===== src/rtl/race_ctrl_pkg.sv =====
// race_pkg: shared constants and helpers for the race controller.
//   - State encoding (legacy 2-bit values driven onto the state output).
//   - Per-mode value limits, step sizes and defaults.
//   - Auto-return delay in seconds (only used with RACE_CTRL_AUTO_RETURN_EN).
//   - btn_edges_t bundles the one-tick rising-edge strobes of the four buttons.
//   - step_value(): saturating up/down step for the SELECT screen.
package race_pkg;

    localparam logic [1:0] ST_SELECT    = 2'd0;
    localparam logic [1:0] ST_COUNTDOWN = 2'd1;
    localparam logic [1:0] ST_INGAME    = 2'd2;
    localparam logic [1:0] ST_FINISH    = 2'd3;

    // Mode 0: timed race, value in seconds.
    localparam logic [6:0] M0_MIN  = 7'd15;
    localparam logic [6:0] M0_MAX  = 7'd120;
    localparam logic [6:0] M0_STEP = 7'd15;
    localparam logic [6:0] M0_DEF  = 7'd30;

    // Mode 1: word-count race, value is the word target.
    localparam logic [6:0] M1_MIN  = 7'd10;
    localparam logic [6:0] M1_MAX  = 7'd60;
    localparam logic [6:0] M1_STEP = 7'd5;
    localparam logic [6:0] M1_DEF  = 7'd25;

    localparam int AUTO_RETURN_SEC = 10;

    typedef struct packed {
        logic start;
        logic abort;
        logic up;
        logic down;
    } btn_edges_t;

    function automatic logic [6:0] mode_default(input logic m);
        return m ? M1_DEF : M0_DEF;
    endfunction

    // Simultaneous up and down cancel; otherwise step and clamp to the mode's range.
    function automatic logic [6:0] step_value(input logic m, input logic [6:0] v,
                                              input logic up, input logic dn);
        logic [6:0] lo;
        logic [6:0] hi;
        logic [6:0] st;
        logic [7:0] sum;
        logic [6:0] res;
        lo  = m ? M1_MIN  : M0_MIN;
        hi  = m ? M1_MAX  : M0_MAX;
        st  = m ? M1_STEP : M0_STEP;
        sum = {1'b0, v} + {1'b0, st};
        res = v;
        if (up && !dn) begin
            res = (sum > {1'b0, hi}) ? hi : sum[6:0];
        end else if (dn && !up) begin
            res = (v < lo + st) ? lo : v - st;
        end
        return res;
    endfunction

endpackage


===== src/rtl/race_ctrl_if.sv =====
// race_ctrl_if: button/status bundle between the game datapath/UI and race_ctrl.
//   Inputs to the controller : start_btn, abort_btn, up_btn, down_btn, mode_sw, finish
//   Outputs of the controller: state[1:0], mode, value[6:0], cd_sec[1:0], race_done
//   master = driver of the buttons (UI / bench), slave = race_ctrl.
interface race_ctrl_if;

    logic       start_btn;
    logic       abort_btn;
    logic       up_btn;
    logic       down_btn;
    logic       mode_sw;
    logic       finish;

    logic [1:0] state;
    logic       mode;
    logic [6:0] value;
    logic [1:0] cd_sec;
    logic       race_done;

    modport master (
        output start_btn, abort_btn, up_btn, down_btn, mode_sw, finish,
        input  state, mode, value, cd_sec, race_done
    );

    modport slave (
        input  start_btn, abort_btn, up_btn, down_btn, mode_sw, finish,
        output state, mode, value, cd_sec, race_done
    );

endinterface


===== src/rtl/race_ctrl_btn_edge.sv =====
// btn_edge: rising-edge detector for one debounced button level.
//   clk_div : game tick clock
//   rst     : asynchronous active-high reset
//   btn_i   : debounced button level
//   edge_o  : one-tick strobe on a 0->1 transition
module btn_edge (
    input  logic clk_div,
    input  logic rst,
    input  logic btn_i,
    output logic edge_o
);

    logic prev_q;
    logic armed_q;

    // History resets to 0, so armed_q masks the first tick after reset: a
    // button held through reset release must not look like a fresh press.
    always_ff @(posedge clk_div or posedge rst) begin
        if (rst) begin
            prev_q  <= 1'b0;
            armed_q <= 1'b0;
        end else begin
            prev_q  <= btn_i;
            armed_q <= 1'b1;
        end
    end

    assign edge_o = armed_q & btn_i & ~prev_q;

endmodule


===== src/rtl/race_ctrl.sv =====
// race_ctrl: race game flow controller SELECT -> COUNTDOWN -> INGAME -> FINISH.
//   Parameters: TICKS_PER_SEC (clk_div ticks per second), CD_SEC (countdown 1..3 s)
//   clk_div : 100 Hz game tick clock
//   rst     : asynchronous active-high reset
//   bus     : race_ctrl_if.slave (buttons, mode switch, finish in; state,
//             mode, value, cd_sec, race_done out)
//   Optional: RACE_CTRL_AUTO_RETURN_EN adds an idle timeout that returns from
//             FINISH to SELECT after AUTO_RETURN_SEC seconds.
module race_ctrl
    import race_pkg::*;
#(
    parameter int TICKS_PER_SEC = 100,
    parameter int CD_SEC        = 3
) (
    input  logic        clk_div,
    input  logic        rst,
    race_ctrl_if.slave  bus
);

    localparam int SUB_W = (TICKS_PER_SEC > 1) ? $clog2(TICKS_PER_SEC) : 1;
    localparam logic [SUB_W-1:0] SUB_LAST = SUB_W'(TICKS_PER_SEC - 1);

    btn_edges_t edg;

    btn_edge u_start (.clk_div(clk_div), .rst(rst), .btn_i(bus.start_btn), .edge_o(edg.start));
    btn_edge u_abort (.clk_div(clk_div), .rst(rst), .btn_i(bus.abort_btn), .edge_o(edg.abort));
    btn_edge u_up    (.clk_div(clk_div), .rst(rst), .btn_i(bus.up_btn),    .edge_o(edg.up));
    btn_edge u_down  (.clk_div(clk_div), .rst(rst), .btn_i(bus.down_btn),  .edge_o(edg.down));

    logic [1:0]       state_q, state_d;
    logic             mode_q,  mode_d;
    logic [6:0]       value_q, value_d;
    logic [1:0]       cd_q,    cd_d;
    logic [SUB_W-1:0] sub_q,   sub_d;
    logic             done_q,  done_d;

`ifdef RACE_CTRL_AUTO_RETURN_EN
    localparam int IDLE_TICKS = AUTO_RETURN_SEC * TICKS_PER_SEC;
    localparam int IDLE_W     = $clog2(IDLE_TICKS);
    localparam logic [IDLE_W-1:0] IDLE_LAST = IDLE_W'(IDLE_TICKS - 1);

    logic [IDLE_W-1:0] idle_q, idle_d;
`endif

    always_comb begin
        state_d = state_q;
        mode_d  = mode_q;
        value_d = value_q;
        cd_d    = cd_q;
        sub_d   = sub_q;
        done_d  = 1'b0;
`ifdef RACE_CTRL_AUTO_RETURN_EN
        idle_d  = idle_q;
`endif

        // Setup editing is independent of the flow transitions below; a mode
        // change loads the new mode's default and swallows any up/down edge.
        if (state_q == ST_SELECT) begin
            mode_d = bus.mode_sw;
            if (bus.mode_sw != mode_q) begin
                value_d = mode_default(bus.mode_sw);
            end else begin
                value_d = step_value(mode_q, value_q, edg.up, edg.down);
            end
        end

        if (edg.abort) begin
            state_d = ST_SELECT;
            cd_d    = '0;
            sub_d   = '0;
        end else begin
            case (state_q)
                ST_SELECT: begin
                    if (edg.start) begin
                        state_d = ST_COUNTDOWN;
                        cd_d    = 2'(CD_SEC);
                        sub_d   = '0;
                    end
                end
                ST_COUNTDOWN: begin
                    if (sub_q == SUB_LAST) begin
                        sub_d = '0;
                        if (cd_q == 2'd1) begin
                            state_d = ST_INGAME;
                            cd_d    = '0;
                        end else begin
                            cd_d = cd_q - 2'd1;
                        end
                    end else begin
                        sub_d = sub_q + SUB_W'(1);
                    end
                end
                ST_INGAME: begin
                    if (bus.finish) begin
                        state_d = ST_FINISH;
                        done_d  = 1'b1;
`ifdef RACE_CTRL_AUTO_RETURN_EN
                        idle_d  = '0;
`endif
                    end
                end
                ST_FINISH: begin
`ifdef RACE_CTRL_AUTO_RETURN_EN
                    if (edg.start || idle_q == IDLE_LAST) begin
                        state_d = ST_SELECT;
                    end else begin
                        idle_d = idle_q + IDLE_W'(1);
                    end
`else
                    if (edg.start) begin
                        state_d = ST_SELECT;
                    end
`endif
                end
                default: state_d = ST_SELECT;
            endcase
        end
    end

    always_ff @(posedge clk_div or posedge rst) begin
        if (rst) begin
            state_q <= ST_SELECT;
            mode_q  <= 1'b0;
            value_q <= M0_DEF;
            cd_q    <= '0;
            sub_q   <= '0;
            done_q  <= 1'b0;
        end else begin
            state_q <= state_d;
            mode_q  <= mode_d;
            value_q <= value_d;
            cd_q    <= cd_d;
            sub_q   <= sub_d;
            done_q  <= done_d;
        end
    end

`ifdef RACE_CTRL_AUTO_RETURN_EN
    always_ff @(posedge clk_div or posedge rst) begin
        if (rst) begin
            idle_q <= '0;
        end else begin
            idle_q <= idle_d;
        end
    end
`endif

    assign bus.state     = state_q;
    assign bus.mode      = mode_q;
    assign bus.value     = value_q;
    assign bus.cd_sec    = cd_q;
    assign bus.race_done = done_q;

endmodule


===== src/flat_wrapper.sv =====
// flat-port wrapper written by rule: the top's interface ports become plain ports
module race_ctrl_flat import race_pkg::*;
#(
    parameter int TICKS_PER_SEC = 100,
    parameter int CD_SEC        = 3
)
  (clk_div, rst, bus_start_btn, bus_abort_btn, bus_up_btn, bus_down_btn, bus_mode_sw, bus_finish, bus_state, bus_mode, bus_value, bus_cd_sec, bus_race_done);
  race_ctrl_if bus_i ();
  input  logic clk_div;
  input  logic rst;
  input wire logic [$bits(bus_i.start_btn)-1:0] bus_start_btn;
  input wire logic [$bits(bus_i.abort_btn)-1:0] bus_abort_btn;
  input wire logic [$bits(bus_i.up_btn)-1:0] bus_up_btn;
  input wire logic [$bits(bus_i.down_btn)-1:0] bus_down_btn;
  input wire logic [$bits(bus_i.mode_sw)-1:0] bus_mode_sw;
  input wire logic [$bits(bus_i.finish)-1:0] bus_finish;
  output wire logic [$bits(bus_i.state)-1:0] bus_state;
  output wire logic [$bits(bus_i.mode)-1:0] bus_mode;
  output wire logic [$bits(bus_i.value)-1:0] bus_value;
  output wire logic [$bits(bus_i.cd_sec)-1:0] bus_cd_sec;
  output wire logic [$bits(bus_i.race_done)-1:0] bus_race_done;
  assign bus_i.start_btn = bus_start_btn;
  assign bus_i.abort_btn = bus_abort_btn;
  assign bus_i.up_btn = bus_up_btn;
  assign bus_i.down_btn = bus_down_btn;
  assign bus_i.mode_sw = bus_mode_sw;
  assign bus_i.finish = bus_finish;
  assign bus_state = bus_i.state;
  assign bus_mode = bus_i.mode;
  assign bus_value = bus_i.value;
  assign bus_cd_sec = bus_i.cd_sec;
  assign bus_race_done = bus_i.race_done;
  race_ctrl #(.TICKS_PER_SEC(TICKS_PER_SEC), .CD_SEC(CD_SEC)) u_core (.clk_div(clk_div), .rst(rst), .bus(bus_i));
endmodule

===== config.mk =====
export PLATFORM = sky130hd
export DESIGN_NAME = race_ctrl_flat
export DESIGN_NICKNAME = d
export VERILOG_FILES = /design/src/rtl/race_ctrl_pkg.sv /design/src/rtl/race_ctrl_if.sv /design/src/rtl/race_ctrl_btn_edge.sv /design/src/rtl/race_ctrl.sv /design/src/flat_wrapper.sv
export SDC_FILE = /design/constraint.sdc
export NUM_CORES = 1
export LEC_CHECK = 0
export ABC_AREA = 1
export BUFFER_PORTS_ARGS = -buffer_cell sky130_fd_sc_hd__buf_2
export CORE_MARGIN = 4
export CORE_UTILIZATION = 46
export CTS_BUF_LIST = sky130_fd_sc_hd__clkbuf_4
export DETAILED_ROUTE_END_ITERATION = 10
export PLACE_DENSITY = 0.74
export SLEW_MARGIN = 0
export SYNTH_ARGS = -nofsm -noshare
export SYNTH_HDL_FRONTEND = slang
export SYNTH_HIERARCHICAL = 1
export SYNTH_SLANG_ARGS = --single-unit

===== constraint.sdc =====
create_clock -name clk_div -period 3 [get_ports clk_div]
set_input_delay 0.6 -clock clk_div [delete_from_list [all_inputs] [get_ports clk_div]]
set_output_delay 0.6 -clock clk_div [all_outputs]
set_load 0.02 [all_outputs]

==> metrics.md <==
| Metric | Value |
|---|---|
| Register Area | between 700 and 800 sq um |
| Unrepaired setup endpoints after global routing | false |
| Cell Pwr Density | approximately 1100 mW/mm^2 |
| Fmax | between 300 and 400 MHz |
| Leading area contributor after synthesis | dfrtp_1 |
| TritonRoute pass-1 iters | 4 |
| Area of the mapped netlist | roughly 0.0019 sq mm |
| Worst-path clk slew | ~150 ps |
| IO Port Bufs | 20 |
| Die height | between 70 and 80 um |
| Least-Margin Pin Slew | 787 ps |
| Cells after DPL | approximately 330 |
| Total Nets Final | slightly above 300 |
| Wire per inst | between 10 and 15 um |
| Routed Antenna Nets | 0 |
| Largest cells by area after synthesis | dfrtp_1, nand2_1, ha_1 |
| Clock skew | around 10 ps |
| Final TNS setup | 0 ps |
| Post-synth cell types | 33 |
| Mapped Cells | roughly 260 |
| # IOs | 21 |
| Setup violations, final | 0 |
| H-Tree Depth | 1 |
| CP max FO | 4 |
| CTS tree | built |
| Area of the multi-input gates | roughly 0.0011 sq mm |
| Root Driver | clkbuf_4 |
| Hpwl dp | 2950 um |
| Residual DRC | 0 |
| Arrival time worst endpoint | 2960 ps |
| Initial DRC count | 79 |
| FILL cells | just under 400 |
| Maximum VDD drop | ~0.48 mV |
| LEAKAGE | between 0.001 and 0.0015 uW |
| Area Growth Syn to Fin | 11.1% |
| Max-cap violations | 0 |
| Num CTS Buffers | 3 |
| CP max-delay cell | dfstp_2 |
| Setup CP Type | reg2reg |
| Fin. max-slew vios | 0 |
| Seq/Total Area, Yosys | around 37% |
| Total congestion overflow | 0 |
| Largest net degree at the start of global routing | 21 |
| Vias per cell | 4.82 |
| Placeable Area | 0.00403 sq mm |
| Critical Path Sink Type | flip-flop |
| Starting density of the core | 47.8% |
| Count leader, synth | nand2_1 |
| Minimum clock period | around 2700 ps |
| Final period utilization | between 90% and 100% |
| CP cell instances | inv_1, fa_2, nand2_2, nand2_2, nand2_1, nand2_1, nor2_1, xor2_1, inv_1, ha_1, inv_1, nor2_4, nand3_2, nand2_2, nand3_1, a21oi_1, o21ai_1 |
| GRT Util Overall | about 15% |
| Worst slew margin | between 40% and 50% |
| Top post-synthesis cells by count | nand2_1, inv_1, dfrtp_1, nor2_1, ha_1 |
| Critical Path RT | around 3200 ps |
| YS warnings | 6 |
| Via count | about 1600 |
| Share of cells above drive strength 1 | 20.5% |
| Initial antenna violation count | 0 |
| Post-synth top area share | a little under a third |
| Chip width | ~73 um |
| Worst Path Buf+Inv | 3 |
| Async set-reset flop share out of synthesis | 100% |
| Number of synthesized flops with an enable pin | 0 |
| Outcome | finished, final reports clean |
| Post-synthesis register bit count | 28 |
| Final std cells w/o fill | around 330 |
| CP delay by family, top | simple AND/OR/NAND/NOR gates |
| GPL Wtd Cong | roughly 0.84 |
| Total die area | about 0.0053 sq mm |
| # rows | 23 |
| Final Hold Vio Count | 0 |
| Worst skew pair latency | around 320 ps |
| Total routed wirelength | about 3700 um |
| Syn nets | 280 |
| Critical path's largest stage delay | between 500 and 600 ps |
| First-pass GRT wire length | ~6500 um |
| CTS Buffer Depth | 2 |
| Number of global-route vias before repair | approximately 1500 |
| Mean area per synthesized cell | about 7.5 sq um |
| Main synth FF type | dfrtp_1 |
| Startpoint Class | flip-flop |
| # diodes | 0 |
| Clock sink count | 28 |
| Worst hold path class | in2async |
final timing paths:
kind / start / to / slack, ps / depth (start not counted)
max in group asynchronous: rst / u_core/bus.value[6]$_DFFE_PP0P_ / 2070 / 2
hold reg to reg: u_core/bus.value[2]$_DFFE_PP1P_ / u_core/bus.value[2]$_DFFE_PP1P_ / 540 / 2
hold / removal: rst / u_core/u_up/prev_q$_DFF_PP0_ / 130 / 2
setup reg to reg: u_core/bus.value[1]$_DFFE_PP1P_ / u_core/bus.value[6]$_DFFE_PP0P_ / 260 / 17
setup / recovery: u_core/bus.value[1]$_DFFE_PP1P_ / u_core/bus.value[6]$_DFFE_PP0P_ / 260 / 17
min in group clk_div: bus_up_btn / u_core/u_up/prev_q$_DFF_PP0_ / 390 / 1
worst reg2reg max path, cell delays in order, from the launching register on:
cell     delay [ps]
dfstp_2         590
inv_1            80
fa_2            360
nand2_2          80
nand2_2          50
nand2_1          60
nand2_1          70
nor2_1          120
xor2_1          200
inv_1            70
ha_1            270
inv_1            60
nor2_4          120
nand3_2          70
nand2_2         100
nand3_1         110
a21oi_1         170
o21ai_1          70
layout make-up:
| type | count | area share, % |
|---|---|---|
| multi-input cells | 187 | 49.9 |
| inverters | 41 | 7.19 |
| well taps | 50 | 2.92 |
| flip-flops and latches | 28 | 33.0 |
| clock inverters | 1 | 0.175 |
| clock buffers | 3 | 1.05 |
| repair buffers | 23 | 5.73 |
report_power, final:
part | switching (uW) | internal [uW] | leakage, uW
logic | 1000 | 563 | 0.000748
clock network | 105 | 48.7 | 0.0000154
registers | 114 | 501 | 0.000343
state kept, by name, indices dropped and copies added, names as in the netlist, 2 cells and up:
signal and cells:
u_core/bus.cd_sec 2, u_core/bus.state 2, u_core/sub_q 7, u_core/bus.value 7
per-stage QoR:
stage	power [uW]	setup slack, ps	utilization [%]	hold WS [ps]	area, sq um
6_report	2330	260	53.1	131	2140
5_1_grt	2620	14.3	53.1	114	2140
4_1_cts	2330	198	52.7	124	2120
3_5_place_dp	2160	230	52.0	495	2100
3_3_place_gp	2140	289	52.0	492	2100
2_1_floorplan	1810	255	-	341	1930
kinds of logic (layout without fill, tap and decap cells):
logic type	after synthesis	after routing	synth area share, %
fa+ha+maj	16	16	11.2
xor+xnor	6	6	2.73
other cells	4	4	0.779
simple gates	123	123	29.4
compound gates	38	38	11.2
flops	28	28	36.6
buf+inv	41	68	7.99
layer usage:
| metal | track usage, % | wire length, um | up-vias | part of all wire [%] |
|---|---|---|---|---|
| met5 | 0 | 0 | - | 0 |
| met4 | 1.84 | 19 | 0 | 0.52 |
| met3 | 2.89 | 104 | 2 | 2.8 |
| met2 | 26.6 | 1760 | 18 | 48 |
| met1 | 20.3 | 1800 | 732 | 49 |
| li1 | - | - | 854 | - |
layout by cell type, fill, tap and decap left out, types with 2 or more instances in the layout:
| master | count |
|---|---|
| clkinv_1 | 2 |
| dfstp_2 | 4 |
| clkbuf_4 | 3 |
| ha_1 | 14 |
| xor2_1 | 5 |
| conb_1 | 4 |
| nand3_1 | 6 |
| nor2_2 | 6 |
| o21ai_1 | 4 |
| nor2_1 | 23 |
| buf_2 | 20 |
| nand3_2 | 3 |
| nand2_2 | 9 |
| dfrtp_1 | 24 |
| o21ai_0 | 13 |
| nand2_1 | 63 |
| a21oi_1 | 11 |
| nor2_4 | 2 |
| inv_2 | 4 |
| a31oi_1 | 3 |
| o211ai_1 | 2 |
| inv_1 | 36 |
| buf_4 | 3 |
| nor3_1 | 6 |
what timing repair did:
action	in CTS	in global routing
setup endpoints to repair	0	6
hold buffers	0	0
buffers inserted	0	2
resized for setup	0	2
(Power assumes the default switching activity.)
